--- src/rtl/scr1_timer_mc_pkg.sv ---
// Shared types and register map for the multi-channel machine timer.
// Optional feature macro: SCR1_TIMER_PERIODIC_EN (periodic compare auto-advance).
package scr1_timer_mc_pkg;

  localparam int SCR1_DMEM_AWIDTH = 32;
  localparam int SCR1_DMEM_DWIDTH = 32;

  typedef enum logic {
    SCR1_MEM_CMD_RD = 1'b0,
    SCR1_MEM_CMD_WR = 1'b1
  } type_scr1_mem_cmd_e;

  typedef enum logic [1:0] {
    SCR1_MEM_WIDTH_BYTE  = 2'b00,
    SCR1_MEM_WIDTH_HWORD = 2'b01,
    SCR1_MEM_WIDTH_WORD  = 2'b10
  } type_scr1_mem_width_e;

  typedef enum logic [1:0] {
    SCR1_MEM_RESP_NOTRDY = 2'b00,
    SCR1_MEM_RESP_RDY_OK = 2'b01,
    SCR1_MEM_RESP_RDY_ER = 2'b10
  } type_scr1_mem_resp_e;

  // Global register offsets
  localparam int OFF_CONTROL  = 'h00;
  localparam int OFF_DIVIDER  = 'h04;
  localparam int OFF_MTIMELO  = 'h08;
  localparam int OFF_MTIMEHI  = 'h0C;
  localparam int OFF_IRQ_STS  = 'h10;
  localparam int OFF_IRQ_EN   = 'h14;

  // Channel block layout
  localparam int CH_BASE      = 'h20;
  localparam int CH_STRIDE    = 'h10;
  localparam int CH_CMPLO     = 'h0;
  localparam int CH_CMPHI     = 'h4;
  localparam int CH_PERIOD    = 'h8;
  localparam int CH_CTRL      = 'hC;

  // Control bit positions
  localparam int CTRL_EN_BIT    = 0;
  localparam int CTRL_RTC_BIT   = 1;
  localparam int CHCTRL_EN_BIT  = 0;
  localparam int CHCTRL_PER_BIT = 1;

  typedef struct packed {
    logic [63:0] cmp;
    logic [31:0] period;
    logic        periodic;
    logic        en;
  } type_scr1_timer_ch_s;

endpackage

--- src/rtl/scr1_timer_mc_ch.sv ---
// One compare channel: compare register, optional periodic auto-advance, hit and pending.
// Optional feature macro: SCR1_TIMER_PERIODIC_EN.
module scr1_timer_mc_ch
  import scr1_timer_mc_pkg::*;
(
  input  logic                clk,
  input  logic                rst_n,
  input  logic [63:0]         mtime,
  input  logic [31:0]         wdata,
  input  logic                we_cmplo,
  input  logic                we_cmphi,
  input  logic                we_period,
  input  logic                we_ctrl,
  input  logic                w1c,
  output type_scr1_timer_ch_s regs,
  output logic                pending
);

  logic [63:0] cmp, cmp_wr;
  logic [31:0] period;
  logic        periodic, en;
  logic        cmp_we, hit, hit_wr, adv;

  assign cmp_we = we_cmplo | we_cmphi;
  assign cmp_wr = {we_cmphi ? wdata : cmp[63:32], we_cmplo ? wdata : cmp[31:0]};
  assign hit    = en & (mtime >= cmp);
  // a compare write re-judges the hit against the value being written
  assign hit_wr = en & (mtime >= cmp_wr);

`ifdef SCR1_TIMER_PERIODIC_EN
  // period and periodic-mode registers
  always_ff @(posedge clk) begin
    if (!rst_n) begin
      period   <= '0;
      periodic <= 1'b0;
    end else begin
      if (we_period) period   <= wdata;
      if (we_ctrl)   periodic <= wdata[CHCTRL_PER_BIT];
    end
  end
  assign adv = periodic & hit & (period != '0);
`else
  logic unused_per;
  assign unused_per = we_period;
  assign period     = '0;
  assign periodic   = 1'b0;
  assign adv        = 1'b0;
`endif

  // compare register: software write beats auto-advance
  always_ff @(posedge clk) begin
    if (!rst_n)      cmp <= '1;
    else if (cmp_we) cmp <= cmp_wr;
    else if (adv)    cmp <= cmp + {32'b0, period};
  end

  // channel enable
  always_ff @(posedge clk) begin
    if (!rst_n)       en <= 1'b0;
    else if (we_ctrl) en <= wdata[CHCTRL_EN_BIT];
  end

  // pending: hit dominates W1C; compare write restarts it
  always_ff @(posedge clk) begin
    if (!rst_n)      pending <= 1'b0;
    else if (cmp_we) pending <= hit_wr;
    else             pending <= (pending & ~w1c) | hit;
  end

  assign regs = '{cmp: cmp, period: period, periodic: periodic, en: en};

endmodule

--- src/rtl/scr1_timer_mc.sv ---
// Multi-channel MMIO machine timer: mtime, prescaler, RTC sync, bus decode, channel array.
// Optional feature macro: SCR1_TIMER_PERIODIC_EN (handled in scr1_timer_mc_ch).
module scr1_timer_mc
  import scr1_timer_mc_pkg::*;
#(
  parameter int SCR1_TIMER_NCH    = 4,
  parameter int SCR1_TIMER_DIV_W  = 10,
  parameter int SCR1_TIMER_AWIDTH = 8
)(
  input  logic                        clk,
  input  logic                        rst_n,
  input  logic                        rtc_in,
  input  logic                        dmem_req,
  input  type_scr1_mem_cmd_e          dmem_cmd,
  input  type_scr1_mem_width_e        dmem_width,
  input  logic [SCR1_DMEM_AWIDTH-1:0] dmem_addr,
  input  logic [SCR1_DMEM_DWIDTH-1:0] dmem_wdata,
  output logic                        dmem_req_ack,
  output logic [SCR1_DMEM_DWIDTH-1:0] dmem_rdata,
  output type_scr1_mem_resp_e         dmem_resp,
  output logic [63:0]                 timer_val,
  output logic [SCR1_TIMER_NCH-1:0]   timer_irq,
  output logic                        timer_irq_any
);

  localparam int NCH = SCR1_TIMER_NCH;
  localparam int DW  = SCR1_TIMER_DIV_W;
  localparam int AW  = SCR1_TIMER_AWIDTH;
  localparam int BW  = AW - 4;

  logic                en, clksrc_rtc;
  logic [DW-1:0]       divider, cnt;
  logic [63:0]         mtime, mtime_nxt;
  logic [NCH-1:0]      irq_en, pending;
  logic [2:0]          rtc_sync;   // [1:0] synchroniser, [2] edge register
  logic                rtc_edge, tick_en, mtime_inc;

  logic [AW-1:0]       off;
  logic [31:0]         wd, rd_val;
  logic                glb_hit, acc_ok, wr_ok;
  logic [NCH-1:0]      ch_sel;
  logic                we_ctrl, we_div, we_lo, we_hi, we_sts, we_ien;
  logic [NCH-1:0]      we_cmplo, we_cmphi, we_per, we_chctrl;
  type_scr1_timer_ch_s ch_regs [NCH];

  logic unused_addr;
  assign unused_addr = ^dmem_addr[SCR1_DMEM_AWIDTH-1:AW];

  assign off = dmem_addr[AW-1:0];
  assign wd  = dmem_wdata[31:0];

  // address decode and read mux
  always_comb begin
    glb_hit = 1'b1;
    rd_val  = '0;
    case (off)
      AW'(OFF_CONTROL): begin
        rd_val[CTRL_EN_BIT]  = en;
        rd_val[CTRL_RTC_BIT] = clksrc_rtc;
      end
      AW'(OFF_DIVIDER): rd_val = 32'(divider);
      AW'(OFF_MTIMELO): rd_val = mtime[31:0];
      AW'(OFF_MTIMEHI): rd_val = mtime[63:32];
      AW'(OFF_IRQ_STS): rd_val = 32'(pending);
      AW'(OFF_IRQ_EN):  rd_val = 32'(irq_en);
      default:          glb_hit = 1'b0;
    endcase
    for (int i = 0; i < NCH; i++) begin
      ch_sel[i] = (off[AW-1:4] == BW'(CH_BASE / CH_STRIDE + i));
      if (ch_sel[i]) begin
        case (off[3:0])
          4'(CH_CMPLO):  rd_val = ch_regs[i].cmp[31:0];
          4'(CH_CMPHI):  rd_val = ch_regs[i].cmp[63:32];
          4'(CH_PERIOD): rd_val = ch_regs[i].period;
          default: begin
            rd_val[CHCTRL_EN_BIT]  = ch_regs[i].en;
            rd_val[CHCTRL_PER_BIT] = ch_regs[i].periodic;
          end
        endcase
      end
    end
    acc_ok = (dmem_width == SCR1_MEM_WIDTH_WORD) & (off[1:0] == 2'b00) & (glb_hit | (|ch_sel));
  end

  assign wr_ok   = dmem_req & acc_ok & (dmem_cmd == SCR1_MEM_CMD_WR);
  assign we_ctrl = wr_ok & (off == AW'(OFF_CONTROL));
  assign we_div  = wr_ok & (off == AW'(OFF_DIVIDER));
  assign we_lo   = wr_ok & (off == AW'(OFF_MTIMELO));
  assign we_hi   = wr_ok & (off == AW'(OFF_MTIMEHI));
  assign we_sts  = wr_ok & (off == AW'(OFF_IRQ_STS));
  assign we_ien  = wr_ok & (off == AW'(OFF_IRQ_EN));

  for (genvar i = 0; i < NCH; i++) begin : g_ch
    assign we_cmplo[i]  = wr_ok & ch_sel[i] & (off[3:0] == 4'(CH_CMPLO));
    assign we_cmphi[i]  = wr_ok & ch_sel[i] & (off[3:0] == 4'(CH_CMPHI));
    assign we_per[i]    = wr_ok & ch_sel[i] & (off[3:0] == 4'(CH_PERIOD));
    assign we_chctrl[i] = wr_ok & ch_sel[i] & (off[3:0] == 4'(CH_CTRL));

    scr1_timer_mc_ch u_ch (
      .clk       (clk),
      .rst_n     (rst_n),
      .mtime     (mtime),
      .wdata     (wd),
      .we_cmplo  (we_cmplo[i]),
      .we_cmphi  (we_cmphi[i]),
      .we_period (we_per[i]),
      .we_ctrl   (we_chctrl[i]),
      .w1c       (we_sts & wd[i]),
      .regs      (ch_regs[i]),
      .pending   (pending[i])
    );
  end

  // RTC synchroniser, free-running so it never produces a spurious edge out of reset
  always_ff @(posedge clk) begin
    rtc_sync <= {rtc_sync[1:0], rtc_in};
  end
  assign rtc_edge = rtc_sync[1] ^ rtc_sync[2];

  assign tick_en   = en & (clksrc_rtc ? rtc_edge : 1'b1);
  assign mtime_inc = tick_en & (cnt == '0);

  // software writes override only the half they touch
  always_comb begin
    mtime_nxt = mtime + 64'(mtime_inc);
    if (we_lo) mtime_nxt[31:0]  = wd;
    if (we_hi) mtime_nxt[63:32] = wd;
  end

  // mtime and prescaler counter
  always_ff @(posedge clk) begin
    if (!rst_n) begin
      mtime <= '0;
      cnt   <= '0;
    end else begin
      mtime <= mtime_nxt;
      if (we_div)       cnt <= wd[DW-1:0];
      else if (tick_en) cnt <= (cnt == '0) ? divider : cnt - 1'b1;
    end
  end

  // control, divider and interrupt-enable registers
  always_ff @(posedge clk) begin
    if (!rst_n) begin
      en         <= 1'b1;
      clksrc_rtc <= 1'b0;
      divider    <= '0;
      irq_en     <= '0;
    end else begin
      if (we_ctrl) begin
        en         <= wd[CTRL_EN_BIT];
        clksrc_rtc <= wd[CTRL_RTC_BIT];
      end
      if (we_div) divider <= wd[DW-1:0];
      if (we_ien) irq_en  <= wd[NCH-1:0];
    end
  end

  // registered interrupt outputs
  always_ff @(posedge clk) begin
    if (!rst_n) timer_irq <= '0;
    else        timer_irq <= pending & irq_en;
  end
  assign timer_irq_any = |timer_irq;

  // one-cycle registered bus response
  always_ff @(posedge clk) begin
    if (!rst_n || !dmem_req) begin
      dmem_resp  <= SCR1_MEM_RESP_NOTRDY;
      dmem_rdata <= '0;
    end else begin
      dmem_resp  <= acc_ok ? SCR1_MEM_RESP_RDY_OK : SCR1_MEM_RESP_RDY_ER;
      dmem_rdata <= (acc_ok && dmem_cmd == SCR1_MEM_CMD_RD) ? SCR1_DMEM_DWIDTH'(rd_val) : '0;
    end
  end

  assign dmem_req_ack = 1'b1;
  assign timer_val    = mtime;

endmodule

--- config.mk ---
export PLATFORM = sky130hd
export DESIGN_NAME = scr1_timer_mc
export DESIGN_NICKNAME = d
export VERILOG_FILES = /design/src/rtl/scr1_timer_mc_pkg.sv /design/src/rtl/scr1_timer_mc_ch.sv /design/src/rtl/scr1_timer_mc.sv
export SDC_FILE = /design/constraint.sdc
export NUM_CORES = 2
export LEC_CHECK = 0
export ABC_AREA = 0
export CORE_MARGIN = 2
export CORE_UTILIZATION = 53
export DETAILED_ROUTE_END_ITERATION = 6
export GPL_ROUTABILITY_DRIVEN = 0
export PLACE_DENSITY = 0.68
export SYNTH_ARGS = -nofsm -noshare
export SYNTH_HDL_FRONTEND = slang
export SYNTH_SLANG_ARGS = --single-unit
--- constraint.sdc ---
create_clock -name clk -period 5.2 [get_ports clk]
set_clock_uncertainty 0.1 [all_clocks]
set_input_delay 1.04 -clock clk [delete_from_list [all_inputs] [get_ports clk]]
set_output_delay 1.04 -clock clk [all_outputs]
set_load 0.02 [all_outputs]
==> Word-level counts from Yosys, hierarchy flattened <==
Index checks and enable logic that the tools add are counted.
{ "op_classes": {"bitwise": 61, "reduce_logical": 13, "n_eq_ne": 13, "mux": 34, "n_addsub": 2, "n_lt_le_gt_ge": 8} }
{ "op_table": {"columns": ["cell", "n"], "rows": [
  ["$ge 64x64->1", 8],
  ["$mux 32", 14],
  ["$pmux 30 s3", 4],
  ["$pmux 30 s5", 1],
  ["$add 64x1->64", 1],
  ["$and 1x1->1", 44],
  ["$mux 10", 3],
  ["$pmux 2 s3", 4],
  ["$eq 8x4->1 const B", 2],
  ["$eq 8x5->1 const B", 2],
  ["$eq 4x3->1 const B", 3],
  ["$pmux 2 s6", 1],
  ["$logic_not 10->1", 1],
  ["$sub 10x1->10 const B", 1],
  ["$or 1x1->1", 9],
  ["$eq 4x2->1 const B", 2],
  ["$eq 4x4->1 const B", 2],
  ["$eq 8x3->1 const B", 1],
  ["$logic_not 8->1", 1],
  ["$reduce_or 4->1", 2],
  ["$mux 1", 6],
  ["$not 1->1", 6],
  ["$reduce_or 6->1", 1],
  ["$and 4x4->4", 1],
  ["other kinds (10)", 11]
]} }
{ "word_totals": {"reg_bits": 395, "elab_cells": 153, "in_bits": 71} }

==> Longest topological paths before layout <==
{ "depth": {"word_depth": 13, "mapped_depth": 18, "depth_no_buf": 15} }

==> Cells and area by module <==
Synthesis repeated with hierarchy kept, for this count alone.
{ "unflattened": {"cells_unflattened": 3976, "area_unflattened_um2": 32431.1} }
{ "by_module_without_submodules": {"columns": ["module", "area_each_um2", "instances", "cells_per_inst"], "rows": [
  ["scr1_timer_mc", 10292.4, 1, 1416],
  ["scr1_timer_mc_ch (g_ch[1].u_ch)", 5546.6, 1, 642],
  ["scr1_timer_mc_ch (g_ch[0].u_ch)", 5534.1, 1, 646],
  ["scr1_timer_mc_ch (g_ch[3].u_ch)", 5530.3, 1, 636],
  ["scr1_timer_mc_ch (g_ch[2].u_ch)", 5527.8, 1, 636]
]} }

==> Worst setup path after synthesis <==
No wires, ideal clock.
{ "synth_path": {"path_kind": "input port to flip-flop", "from": "input port dmem_addr[4]", "to": "register g_ch[0].u_ch.pending", "cell_stages": 17, "setup_time_ps": 79, "setup_slack_ps": 339, "arrival_ps": 4682, "n_path_buf": 3, "path_cell_list": "clkbuf_1 > or3b_4 > a2111oi_4 > o2111a_1 > buf_2 > nand3_4 > nor2_2 > buf_4 > mux2i_1 > ha_1 > a21oi_1 > o21ai_0 > a41oi_1 > nor3_1 > a311oi_1 > or4_1 > a22oi_1"} }
{ "synth_via": {"elab_chain_len": 13} }
{ "synth_rtl": {"columns": ["element", "line", "rtl"], "rows": [
  ["start: declaration", "scr1_timer_mc.sv:16", "input logic [SCR1_DMEM_AWIDTH-1:0] dmem_addr,"],
  ["$eq 8x3->1, or another cell as far along", "scr1_timer_mc.sv:56", "case (off)"],
  ["$reduce_or 6->1 (no source line)", null, null],
  ["$mux 1", "scr1_timer_mc.sv:56", null],
  ["$or 1x1->1", "scr1_timer_mc.sv:82", "acc_ok = (dmem_width == SCR1_MEM_WIDTH_WORD) & (off[1:0] == 2'b00) & (glb_hit | (|ch_sel));"],
  ["$and 1x1->1", "scr1_timer_mc.sv:82", null],
  ["$and 1x1->1 (2 in series)", "scr1_timer_mc.sv:85", "assign wr_ok = dmem_req & acc_ok & (dmem_cmd == SCR1_MEM_CMD_WR);"],
  ["$and 1x1->1, on equally long branches", "scr1_timer_mc.sv:94, scr1_timer_mc.sv:95, scr1_timer_mc.sv:90", null],
  ["$and 1x1->1, on equally long branches", "scr1_timer_mc.sv:94, scr1_timer_mc.sv:95, scr1_timer_mc.sv:108", null],
  ["$mux 32 / $not 1->1 (equally long branches)", "scr1_timer_mc_ch.sv:25, scr1_timer_mc_ch.sv:67", null],
  ["$ge 64x64->1 / $and 1x1->1 (equally long branches)", "scr1_timer_mc_ch.sv:28, scr1_timer_mc_ch.sv:67", null],
  ["$and 1x1->1 / $or 1x1->1 (equally long branches)", "scr1_timer_mc_ch.sv:28, scr1_timer_mc_ch.sv:67", null],
  ["$mux 1 *", "scr1_timer_mc_ch.sv:66", "else if (cmp_we) pending <= hit_wr;"],
  ["end signal: assignment", "scr1_timer_mc_ch.sv:66", null],
  ["end signal: assignment", "scr1_timer_mc_ch.sv:67", "else pending <= (pending & ~w1c) | hit;"],
  ["end: declaration", "scr1_timer_mc_ch.sv:16", "output logic pending"]
]} }
Every way passes the cells marked *; elsewhere a longest branch is shown, timed or not.
A chain may end at the register's enable or synchronous reset.

==> Worst setup path after layout <==
Ends and elaborated chain as after synthesis.

==> reports/metrics.cfg <==
[timing]
period_minus_slack_ns = 5.117
worst_slack_ns = 0.08263
fmax_ghz = 0.1954
hold_viol = 0
worst_slew_pin_slew_ns = 1.188
setup_violations = 0
max_slew_margin = 0.2005
period_share = 0.9841
hold-worst-slack_ns = 0.2299
maxSlewViolCount = 0
fin_tns_setup_ns = 0

[drt]
postRouteAntennaNets = 0
vias_per_cell = 6.369
routedWlPerCell_um = 24.77
drcViolationCount = 8
wirelength_mm = 114.4
drtIter0Drc = 3077
vias = 29400
dr.pass1.iters = 7

[global_route]
antenna_found_initial = 4
grt_pass1_wl_mm = 171.2
groute.usage.overall = 0.3904
grt_overflow = 0
grt_max_degree = 138
first_global_vias = 28970

[worst_setup_path]
critPathTopFamily = buffers and inverters
crit_type = in2reg
cp_common_cell = buf_4
slowest_delay_ns = 0.43
worst-path-buf-inv = 6
critPathCaptureType = flop
cp.required_ns = 5.56
arrival_ns = 5.48
worstPathMaxFanout = 20
crit_chain = clkdlybuf4s50_1 > buf_4 > or2_2 > o32ai_2 > buf_4 > o2111a_2 > nand3_4 > nor2_4 > buf_12 > mux2i_1 > ha_1 > a21oi_1 > o21ai_0 > buf_4 > nor3_1 > buf_4 > o21ai_0 > a311oi_1 > or4_1 > a22oi_1
worstSetupStartpointType = primary input
critPathSlowestCell = clkdlybuf4s50_1

[clock_tree]
max-clock-path-buffers = 3
numCtsBuffers = 46
root_buffer = clkbuf_16
cts_tree = yes
clkTransAtPathRegs_ns = 0.06
cts_sinks = 395
ctsHoldBuffers = 0
h-tree-depth = 2
clk_latency_ns = 0.60

[finish]
final_core_util = 0.6451
layout_commonest_cell = ha_1
syn_to_final_growth_pct = 19.94
filler_cell_count = 4671
final_nets = 4412
drive_gt1_frac = 0.1157
final_cell_mix = ha_1, nand2_1, dfxtp_1, mux2i_1, buf_4

[die]
fp.dieW_um = 240.7
start_util = 0.5379
pin_count = 175
design.core.area_um2 = 55200
dieArea_um2 = 57930
fp.dieH_um = 240.7
num_rows = 86

[run_status]
status = complete, but fails checks
violations = DRC

[synth]
synthArstFlopShare = 0
synth_seq_cells = 395
syn_area_um2 = 29690
synthCells = 3493
syn_area_per_cell_um2 = 8.500
synth_edf_count = 0
synth_area_leaders = dfxtp_1, ha_1, mux2i_1
synth_top_area_cell = dfxtp_1
synth_top_flop_cell = dfxtp_1
yosysSeqAreaShare = 0.2663
netlist.area_leader.share = 0.2663
syn_nets = 4079
synth_cell_type_count = 76
yosys_warnings = 0

[pwr]
ir_worst_vdd_mv = 0.2255
power_density_nw_per_um2 = 200.9
leakage_nw = 19.36

[placement]
portBuffers = 149
pre_cts_ws_ns = -0.5599
dp_hpwl_mm = 84.01

[flow_run]
max-cap-violations = 0

[worst_hold_path]
min_path_type = reg2reg

flip-flops by register name, summed over array words and instances (netlist names):
name	count
dmem_rdata	32
rtc_sync	3
divider	10
timer_val	64
timer_irq	4
irq_en	4
dmem_resp	2
cnt	10
en	1
clksrc_rtc	1
g_ch.u_ch.pending	4
g_ch.u_ch.en	4
g_ch.u_ch.cmp	256
report_power, final:
part	internal [mW]	switching [mW]
sequential	3.06	0.0361
clock	2.01	1.42
combinational	0.257	0.377
total	5.32	1.83
cell usage after synthesis (5+ instances only):
cell	n
a21o_1	88
mux2i_1	361
mux2i_2	10
nand2b_1	12
a22oi_1	5
o22ai_1	36
nor4_1	17
a211oi_1	61
and3_1	20
a222oi_1	23
and4_1	24
a31oi_1	41
xnor2_1	24
inv_1	275
and2_1	7
o211ai_1	11
a221oi_1	10
or3_1	10
nor3_1	42
nor3b_1	10
o21ai_0	135
buf_1	12
a21oi_1	229
o31ai_1	26
clkbuf_1	132
buf_4	21
nor2b_1	15
a211o_1	8
ha_1	515
nand4_1	96
buf_2	6
o21a_1	22
xor2_1	39
nor2_1	176
nand3_1	62
a2111oi_0	6
nand2_1	430
a2bb2oi_1	5
dfxtp_1	395
or4_1	9
per-stage QoR:
stage               area, um2  total power, mW  std cells
finish                  35610            7.155       4616
global route            35600            7.334       4611
CTS                     35450            7.140       4607
detailed placement      33880            3.772       4523
global placement        33880            3.754       4523
floorplan               29690            3.559       3493
worst register-to-register path: stages, from the launching register on:
cell and delay [ns]:
dfxtp_1 0.34, inv_1 0.07, ha_1 0.17, nor3b_1 0.45, nand3_1 0.25, or3_1 0.40
nor2_1 0.12, ha_1 0.21, nand3_1 0.21, nor3_1 0.46, buf_4 0.27, and4_1 0.43
nand3_1 0.37, nor4_1 0.46, xnor2_1 0.12, a211oi_1 0.32
final cells by class:
cell class | count | area, um2 | area share
clock inverter | 15 | 132.6 | 0.003724
clock buffer | 69 | 1441 | 0.04048
antenna | 6 | 15.01 | 0.0004216
tap | 748 | 935.9 | 0.02628
multi-input combinational | 2649 | 20130 | 0.5652
sequential | 395 | 7908 | 0.2221
inverter | 275 | 1032 | 0.02899
timing repair buffer | 459 | 4018 | 0.1128
per-layer routing:
metal / share of wire / vias to the layer above / GRT usage
met5: 0.00024 / - / 0
met4: 0.086 / 4 / 0.3010
met3: 0.096 / 491 / 0.08372
met2: 0.44 / 1559 / 0.6102
met1: 0.38 / 14020 / 0.4690
li1: - / 13330 / -
cells by family (layout without fill, tap and decap cells):
| group | Yosys count | count (layout) | share of synthesized area |
|---|---|---|---|
| and+or+nand+nor | 955 | 955 | 0.1505 |
| adders and majority gates | 515 | 515 | 0.2170 |
| other | 1 | 7 | 0.0001263 |
| muxes | 375 | 375 | 0.1279 |
| xor gates and xnor gates | 63 | 63 | 0.01858 |
| AOI/OAI and AO/OA | 740 | 740 | 0.1592 |
| buffers and inverters | 449 | 818 | 0.06043 |
| DFF | 395 | 395 | 0.2663 |
repair_timing:
action,4_1_cts,5_1_grt
hold endpoints to repair,0,0
resized for setup,0,21
setup buffers,0,1
endpoints found under the setup margin,0,4
worst paths after layout:
kind | start | slack, ns | end | cells after the start
max reg2reg | cnt[0] | 0.37 | timer_val[61] | 15
max | dmem_addr[4] | 0.08 | g_ch[0].u_ch.pending | 20
min reg2reg | rtc_sync[0] | 0.23 | rtc_sync[1] | 0
min | rtc_sync[0] | 0.23 | rtc_sync[1] | 0
No activity file was read; power rests on OpenSTA's default activity.
